[src/rtl/transmissao_serial_uc_if.sv]
// Handshake bundle between the serial-frame control unit and its datapath.
// master: control unit side; slave: datapath side.
interface transmissao_serial_uc_if;
    logic       envia;
    logic       fim_digito;
    logic       fim_envio;
    logic       render_clr;
    logic       comeca_transmissao;
    logic       conta_digito;
    logic       ocupado;
    logic       pronto;
    logic       erro;
    logic [3:0] db_estado;

    modport master (
        input  envia,
        input  fim_digito,
        input  fim_envio,
        output render_clr,
        output comeca_transmissao,
        output conta_digito,
        output ocupado,
        output pronto,
        output erro,
        output db_estado
    );

    modport slave (
        output envia,
        output fim_digito,
        output fim_envio,
        input  render_clr,
        input  comeca_transmissao,
        input  conta_digito,
        input  ocupado,
        input  pronto,
        input  erro,
        input  db_estado
    );
endinterface

[src/rtl/transmissao_serial_uc.sv]
// Control unit for the serial frame datapath: clears the datapath, then for each
// character starts the UART, waits for its done pulse (with timeout) and advances
// the character selector until the frame is complete.
// Optional feature: define TX_AUTO_FRAME_EN to add a free-running period counter
// that requests a frame every AUTO_PERIOD cycles.
module transmissao_serial_uc #(
    parameter int unsigned N_CHARS     = 6,
    parameter int unsigned TIMEOUT     = 20000,
    parameter int unsigned AUTO_PERIOD = 5000000
) (
    input logic                      clock,
    input logic                      reset,
    transmissao_serial_uc_if.master  bus
);

    localparam int unsigned IdxW = $clog2(N_CHARS + 1);
    localparam int unsigned TmrW = (TIMEOUT > 1) ? $clog2(TIMEOUT) : 1;

    typedef enum logic [3:0] {
        StInicial = 4'd0,
        StLimpa   = 4'd1,
        StPartida = 4'd2,
        StEspera  = 4'd3,
        StConta   = 4'd4,
        StDecide  = 4'd5,
        StFinal   = 4'd6,
        StErro    = 4'd7
    } state_e;

    state_e          state_q, state_d;
    logic [IdxW-1:0] idx_q, idx_d;
    logic [TmrW-1:0] timer_q, timer_d;
    logic            pending_q, pending_d;
    logic            req;
    logic            busy;

`ifdef TX_AUTO_FRAME_EN
    localparam int unsigned PerW = (AUTO_PERIOD > 1) ? $clog2(AUTO_PERIOD) : 1;

    logic [PerW-1:0] per_q, per_d;
    logic            auto_req;

    // Free-running period counter; the wrap cycle doubles as a frame request.
    always_comb begin
        auto_req = (per_q == PerW'(AUTO_PERIOD - 1));
        per_d    = auto_req ? '0 : per_q + 1'b1;
    end

    // Period counter register.
    always_ff @(posedge clock or negedge reset) begin
        if (!reset) per_q <= '0;
        else        per_q <= per_d;
    end

    assign req = bus.envia | auto_req;
`else
    assign req = bus.envia;
`endif

    // State and datapath-tracking registers.
    always_ff @(posedge clock or negedge reset) begin
        if (!reset) begin
            state_q   <= StInicial;
            idx_q     <= '0;
            timer_q   <= '0;
            pending_q <= 1'b0;
        end else begin
            state_q   <= state_d;
            idx_q     <= idx_d;
            timer_q   <= timer_d;
            pending_q <= pending_d;
        end
    end

    // Next-state logic and Moore outputs.
    always_comb begin
        state_d                = state_q;
        idx_d                  = idx_q;
        timer_d                = timer_q;
        pending_d              = pending_q;
        bus.render_clr         = 1'b0;
        bus.comeca_transmissao = 1'b0;
        bus.conta_digito       = 1'b0;
        bus.pronto             = 1'b0;
        bus.erro               = 1'b0;
        busy                   = 1'b0;

        case (state_q)
            StInicial: begin
                if (req || pending_q) begin
                    state_d   = StLimpa;
                    pending_d = 1'b0;
                end
            end
            StLimpa: begin
                busy           = 1'b1;
                bus.render_clr = 1'b1;
                idx_d          = '0;
                state_d        = StPartida;
            end
            StPartida: begin
                busy                   = 1'b1;
                bus.comeca_transmissao = 1'b1;
                timer_d                = '0;
                state_d                = StEspera;
            end
            StEspera: begin
                busy    = 1'b1;
                timer_d = timer_q + 1'b1;
                // A done pulse on the timeout cycle still counts as success.
                if (bus.fim_digito)                       state_d = StConta;
                else if (timer_q == TmrW'(TIMEOUT - 1))   state_d = StErro;
            end
            StConta: begin
                busy             = 1'b1;
                bus.conta_digito = 1'b1;
                idx_d            = idx_q + 1'b1;
                state_d          = StDecide;
            end
            StDecide: begin
                // Settle cycle: selector mux output is stable before the next start.
                busy = 1'b1;
                if ((idx_q == IdxW'(N_CHARS)) || bus.fim_envio) state_d = StFinal;
                else                                            state_d = StPartida;
            end
            StFinal: begin
                busy       = 1'b1;
                bus.pronto = 1'b1;
                state_d    = StInicial;
            end
            StErro: begin
                bus.erro       = 1'b1;
                bus.render_clr = 1'b1;
                if (req) state_d = StLimpa;
            end
            default: state_d = StInicial;
        endcase

        // One-deep request memory while a frame is in flight.
        if (busy && req) pending_d = 1'b1;
    end

    assign bus.ocupado   = busy;
    assign bus.db_estado = state_q;

endmodule

[src/flat_wrapper.sv]
// flat-port wrapper written by rule: the top's interface ports become plain ports
module transmissao_serial_uc_flat 
#(
    parameter int unsigned N_CHARS     = 6,
    parameter int unsigned TIMEOUT     = 20000,
    parameter int unsigned AUTO_PERIOD = 5000000
)
  (clock, reset, bus_envia, bus_fim_digito, bus_fim_envio, bus_render_clr, bus_comeca_transmissao, bus_conta_digito, bus_ocupado, bus_pronto, bus_erro, bus_db_estado);
  transmissao_serial_uc_if bus_i ();
  input logic clock;
  input logic reset;
  input wire logic [$bits(bus_i.envia)-1:0] bus_envia;
  input wire logic [$bits(bus_i.fim_digito)-1:0] bus_fim_digito;
  input wire logic [$bits(bus_i.fim_envio)-1:0] bus_fim_envio;
  output wire logic [$bits(bus_i.render_clr)-1:0] bus_render_clr;
  output wire logic [$bits(bus_i.comeca_transmissao)-1:0] bus_comeca_transmissao;
  output wire logic [$bits(bus_i.conta_digito)-1:0] bus_conta_digito;
  output wire logic [$bits(bus_i.ocupado)-1:0] bus_ocupado;
  output wire logic [$bits(bus_i.pronto)-1:0] bus_pronto;
  output wire logic [$bits(bus_i.erro)-1:0] bus_erro;
  output wire logic [$bits(bus_i.db_estado)-1:0] bus_db_estado;
  assign bus_i.envia = bus_envia;
  assign bus_i.fim_digito = bus_fim_digito;
  assign bus_i.fim_envio = bus_fim_envio;
  assign bus_render_clr = bus_i.render_clr;
  assign bus_comeca_transmissao = bus_i.comeca_transmissao;
  assign bus_conta_digito = bus_i.conta_digito;
  assign bus_ocupado = bus_i.ocupado;
  assign bus_pronto = bus_i.pronto;
  assign bus_erro = bus_i.erro;
  assign bus_db_estado = bus_i.db_estado;
  transmissao_serial_uc #(.N_CHARS(N_CHARS), .TIMEOUT(TIMEOUT), .AUTO_PERIOD(AUTO_PERIOD)) u_core (.clock(clock), .reset(reset), .bus(bus_i));
endmodule
[config.mk]
export PLATFORM = sky130hd
export DESIGN_NAME = transmissao_serial_uc_flat
export DESIGN_NICKNAME = d
export VERILOG_FILES = /design/src/rtl/transmissao_serial_uc_if.sv /design/src/rtl/transmissao_serial_uc.sv /design/src/flat_wrapper.sv
export SDC_FILE = /design/constraint.sdc
export NUM_CORES = 1
export LEC_CHECK = 0
export ABC_AREA = 1
export CELL_PAD_IN_SITES_DETAIL_PLACEMENT = 0
export CELL_PAD_IN_SITES_GLOBAL_PLACEMENT = 2
export CORE_AREA = 2 2 68 70
export CTS_BUF_LIST = sky130_fd_sc_hd__clkbuf_4
export DETAILED_ROUTE_END_ITERATION = 7
export DIE_AREA = 0 0 70 72
export GPL_ROUTABILITY_DRIVEN = 0
export GPL_TIMING_DRIVEN = 0
export PLACE_DENSITY_LB_ADDON = 0.05
export SLEW_MARGIN = 20
export SYNTH_ARGS = -nofsm -noshare
export SYNTH_HDL_FRONTEND = slang
export SYNTH_SLANG_ARGS = --single-unit
[constraint.sdc]
create_clock -name clock -period 1.3 [get_ports clock]
set_input_delay 0.195 -clock clock [delete_from_list [all_inputs] [get_ports clock]]
set_output_delay 0.195 -clock clock [all_outputs]
set_load 0.01 [all_outputs]
==> flow_metrics.py, run 1 <==
metrics = {
    "setup_path": {
        "cp-start-kind": "flip-flop",
        "r2r_setup_slack_ns": -0.19,
        "worstReg2RegStart": "u_core.bus.db_estado[0]$_DFFE_PN0P_",
        "cp_data_arrival_time_ns": 1.32,
        "crit_path_max_incr_delay_ns": 0.48,
        "path_delay_family": "flip-flops",
        "r2r_end": "u_core.bus.db_estado[1]$_DFFE_PN0P_",
        "crit_end": "bus_comeca_transmissao",
        "critical-path-slowest-cell": "dfrtp_2",
        "path_buf_inv": 3,
        "worstSetupPathDepth": 5,
        "worstSetupPathType": "flip-flop to output port",
        "worst-path-max-fanout": 3,
        "critPathRequiredTime_ns": 1.11,
        "r2r_cells": 12,
        "crit_top_cell": "buf_6",
        "crit_path_end_kind": "output port",
        "path_cells": "buf_6 -> nor2_4 -> nand2_2 -> inv_2 -> buf_6",
        "startpoint": "u_core.bus.db_estado[2]$_DFFE_PN0P_",
    },
    "finish": {
        "utilization_pct": 51.8,
        "synthToLayoutAreaGrowth_pct": 61.8,
        "nNetsFinal": 253,
        "drive_gt1_share_pct": 46.9,
        "antenna_cells": 0,
        "fillers": 404,
    },
    "hold_path": {
        "hold_path_class": "primary input to async pin",
    },
    "grt": {
        "grt_pass1_wl_mm": 6.40,
        "grt_max_degree": 23,
        "grt.overflow.total": 0,
        "grt_pass1_vias": 1422,
        "antenna_found_initial": 0,
        "grt_usage_pct": 16.1,
    },
    "clock_network": {
        "clk_pin_slew_ns": 0.14,
        "cts_buffers": 3,
        "cts_sinks": 22,
        "clk_path_buf_depth": 2,
        "clk-insertion-delay-late_ns": 0.32,
        "h-tree-depth": 1,
        "clockRootBuffer": "clkbuf_4",
        "cts_tree": "yes",
    },
    "pwr": {
        "p_leak_nw": 1.01,
        "ir_drop_uv": 1290,
        "power.density_mw_per_mm2": 1900,
    },
    "timing": {
        "slew_viol_final": 0,
        "tightestPinTransition_ns": 0.546,
        "rsz0062_at_grt": "yes",
        "slew_headroom_pct": 63.6,
        "hold_violations": 0,
        "setup_viol": 25,
        "clock_skew_ns": 0.0118,
        "max_freq_ghz": 0.660,
        "timing.final.crit_share_pct": 117,
        "setup_ws_ns": -0.215,
        "finalCriticalPeriod_ns": 1.51,
    },
    "logic_synthesis": {
        "synthesis.area_sq_mm": 0.00136,
        "synth_seq_cells": 22,
        "synth.most_common_cell": "nand2_1",
        "syn_nets": 195,
        "yosysTopAreaCellShare_pct": 40.4,
        "async_flop_share_pct": 100,
        "synth_edf_count": 0,
        "yosysWarnings": 0,
        "ys_seq_area_share_pct": 40.4,
        "ys.flop_type": "dfrtp_1",
        "avgSynthCellArea_sq_um": 7.29,
        "yosysTopAreaCell": "dfrtp_1",
        "synthTopCellsByCount": "nand2_1, inv_1, dfrtp_1, nor2_1, nand3_1",
        "ys_types": 29,
        "ys_top_cells_by_area": "dfrtp_1, nand2_1, inv_1",
        "synthCells": 187,
    },
    "floorplanning": {
        "dieArea_sq_mm": 0.00504,
        "io_pins": 15,
        "die-height_microns": 72,
        "dieWidth_microns": 70,
        "core-area_sq_mm": 0.00426,
        "initial_core_util_pct": 32.0,
        "rows": 24,
    },
    "placement": {
        "place_hpwl_mm": 2.55,
        "preCtsSetupSlack_ns": -0.374,
        "portBuffers": 13,
    },
    "job": {
        "maxCapViolCount": 0,
    },
    "routing": {
        "drcViolationCount": 0,
        "ant_nets": 0,
        "vias": 1457,
        "firstDrtPassIters": 4,
        "viasPerCell": 4.94,
        "drtIter0Drc": 71,
        "wl_per_cell_microns": 14.7,
        "wl_mm": 4.32,
    },
    "run_status": {
        "violations": "negative setup slack",
        "outcome": "complete, but fails checks",
    },
}
per-stage QoR:
| step | total power, mW | setup TNS [ns] | cells | instance area (sq um) | hold slack (ns) |
|---|---|---|---|---|---|
| detailed placement | 2.27 | -7.55 | 252 | 1560 | 0.516 |
| CTS | 3.48 | -1.43 | 283 | 1920 | 0.481 |
| global placement | 2.24 | -6.85 | 252 | 1560 | 0.498 |
| floorplan | 1.77 | 0 | 187 | 1360 | -0.101 |
| global route | 4.47 | -4.08 | 295 | 2210 | 0.405 |
| finish | 4.20 | -2.62 | 295 | 2210 | 0.372 |
worst register-to-register path: stages, from the launching register on:
cell and delay (ns):
dfrtp_2 0.46, buf_6 0.14, inv_6 0.04, nor2_4 0.10, nand2_2 0.07, buf_4 0.13, buf_6 0.10, buf_6 0.11
nand2_1 0.06, inv_1 0.04, nand4_1 0.08, nand2_1 0.06, inv_1 0.05
flip-flops by register name, summed over array words and instances, names as in the netlist:
register	cells
u_core.bus.db_estado	3
u_core.idx_q	3
u_core.pending_q	1
u_core.timer_q	15
area by class of cell:
| cell class | instances | area, sq um | area share, % |
|---|---|---|---|
| Sequential cell | 22 | 554 | 25.1 |
| Inverter | 27 | 116 | 5.27 |
| Timing Repair Buffer | 53 | 497 | 22.5 |
| Clock buffer | 3 | 22.5 | 1.02 |
| Buffer | 3 | 33.8 | 1.53 |
| Tap cell | 52 | 65.1 | 2.95 |
| Multi-Input combinational cell | 135 | 918 | 41.6 |
where the power goes:
part / leakage [nW] / total (mW) / internal, mW / switching, mW
sequential: 0.292 / 0.996 / 0.816 / 0.180
clock: 0.0138 / 0.337 / 0.108 / 0.229
combinational: 0.708 / 2.87 / 1.52 / 1.35
cell families (layout without fill, tap and decap cells):
logic type,Yosys count,count (layout),synth area share [%]
and+or+nand+nor,102,102,34.1
AOI/OAI and AO/OA,27,27,11.8
buffers and inverters,30,86,9.36
xor gates and xnor gates,2,2,1.28
other,1,1,0.275
DFF,22,22,40.4
adders and majority gates,3,3,2.75
worst min-delay path by stage:
stage,start,end,depth (start not counted),slack [ns]
finish,reset,u_core.timer_q[10]$_DFFE_PN0P_,2,0.37
global route,reset,u_core.bus.db_estado[0]$_DFFE_PN0P_,2,0.40
CTS,reset,u_core.timer_q[10]$_DFFE_PN0P_,1,0.48
detailed placement,u_core.idx_q[1]$_DFFE_PN0P_,u_core.idx_q[1]$_DFFE_PN0P_,2,0.52
global placement,u_core.idx_q[1]$_DFFE_PN0P_,u_core.idx_q[1]$_DFFE_PN0P_,2,0.50
floorplan,reset,u_core.bus.db_estado[0]$_DFFE_PN0P_,0,-0.10
what timing repair did:
action                                 4_1_cts  5_1_grt
buffers inserted                            27       10
gates resized for setup                     90       49
endpoints found under the hold margin        0       22
setup endpoints to repair                   16       26
hold buffers                                 0        1
pin swaps                                   16       28
gates cloned                                 1        1
layer usage:
metal	wire [microns]	global-route usage [%]	vias up
met5	0	0	-
met4	70	6.20	0
met3	94	2.50	8
met2	2390	30.5	27
met1	1770	18.4	708
li1	-	-	714
placed cells by master, fill, tap and decap left out, types with 2 or more instances in the layout:
| cell type | instances |
|---|---|
| a21oi_1 | 4 |
| a21oi_2 | 4 |
| buf_2 | 6 |
| buf_4 | 20 |
| buf_6 | 24 |
| clkbuf_4 | 3 |
| clkdlybuf4s50_1 | 3 |
| dfrtp_1 | 19 |
| dfrtp_2 | 3 |
| ha_1 | 2 |
| inv_1 | 19 |
| inv_2 | 5 |
| nand2_1 | 39 |
| nand2_2 | 9 |
| nand2_4 | 6 |
| nand3_1 | 10 |
| nand3_2 | 5 |
| nand3_4 | 2 |
| nand4_1 | 4 |
| nor2_1 | 12 |
| nor2_4 | 10 |
| o21ai_1 | 7 |
| o21ai_2 | 3 |
| o22ai_1 | 2 |
(Power assumes the default switching activity.)
==> run 2, diff against run 1 <==
--- a/config.mk
+++ b/config.mk
@@ -10,6 +10,7 @@
 export CELL_PAD_IN_SITES_GLOBAL_PLACEMENT = 2
 export CORE_AREA = 2 2 68 70
 export CTS_BUF_LIST = sky130_fd_sc_hd__clkbuf_4
+export CTS_CLUSTER_SIZE = 10
 export DETAILED_ROUTE_END_ITERATION = 7
 export DIE_AREA = 0 0 70 72
 export GPL_ROUTABILITY_DRIVEN = 0
==> results of run 2 <==
The final DEF is identical to that of run 1; final timing and power are the same.
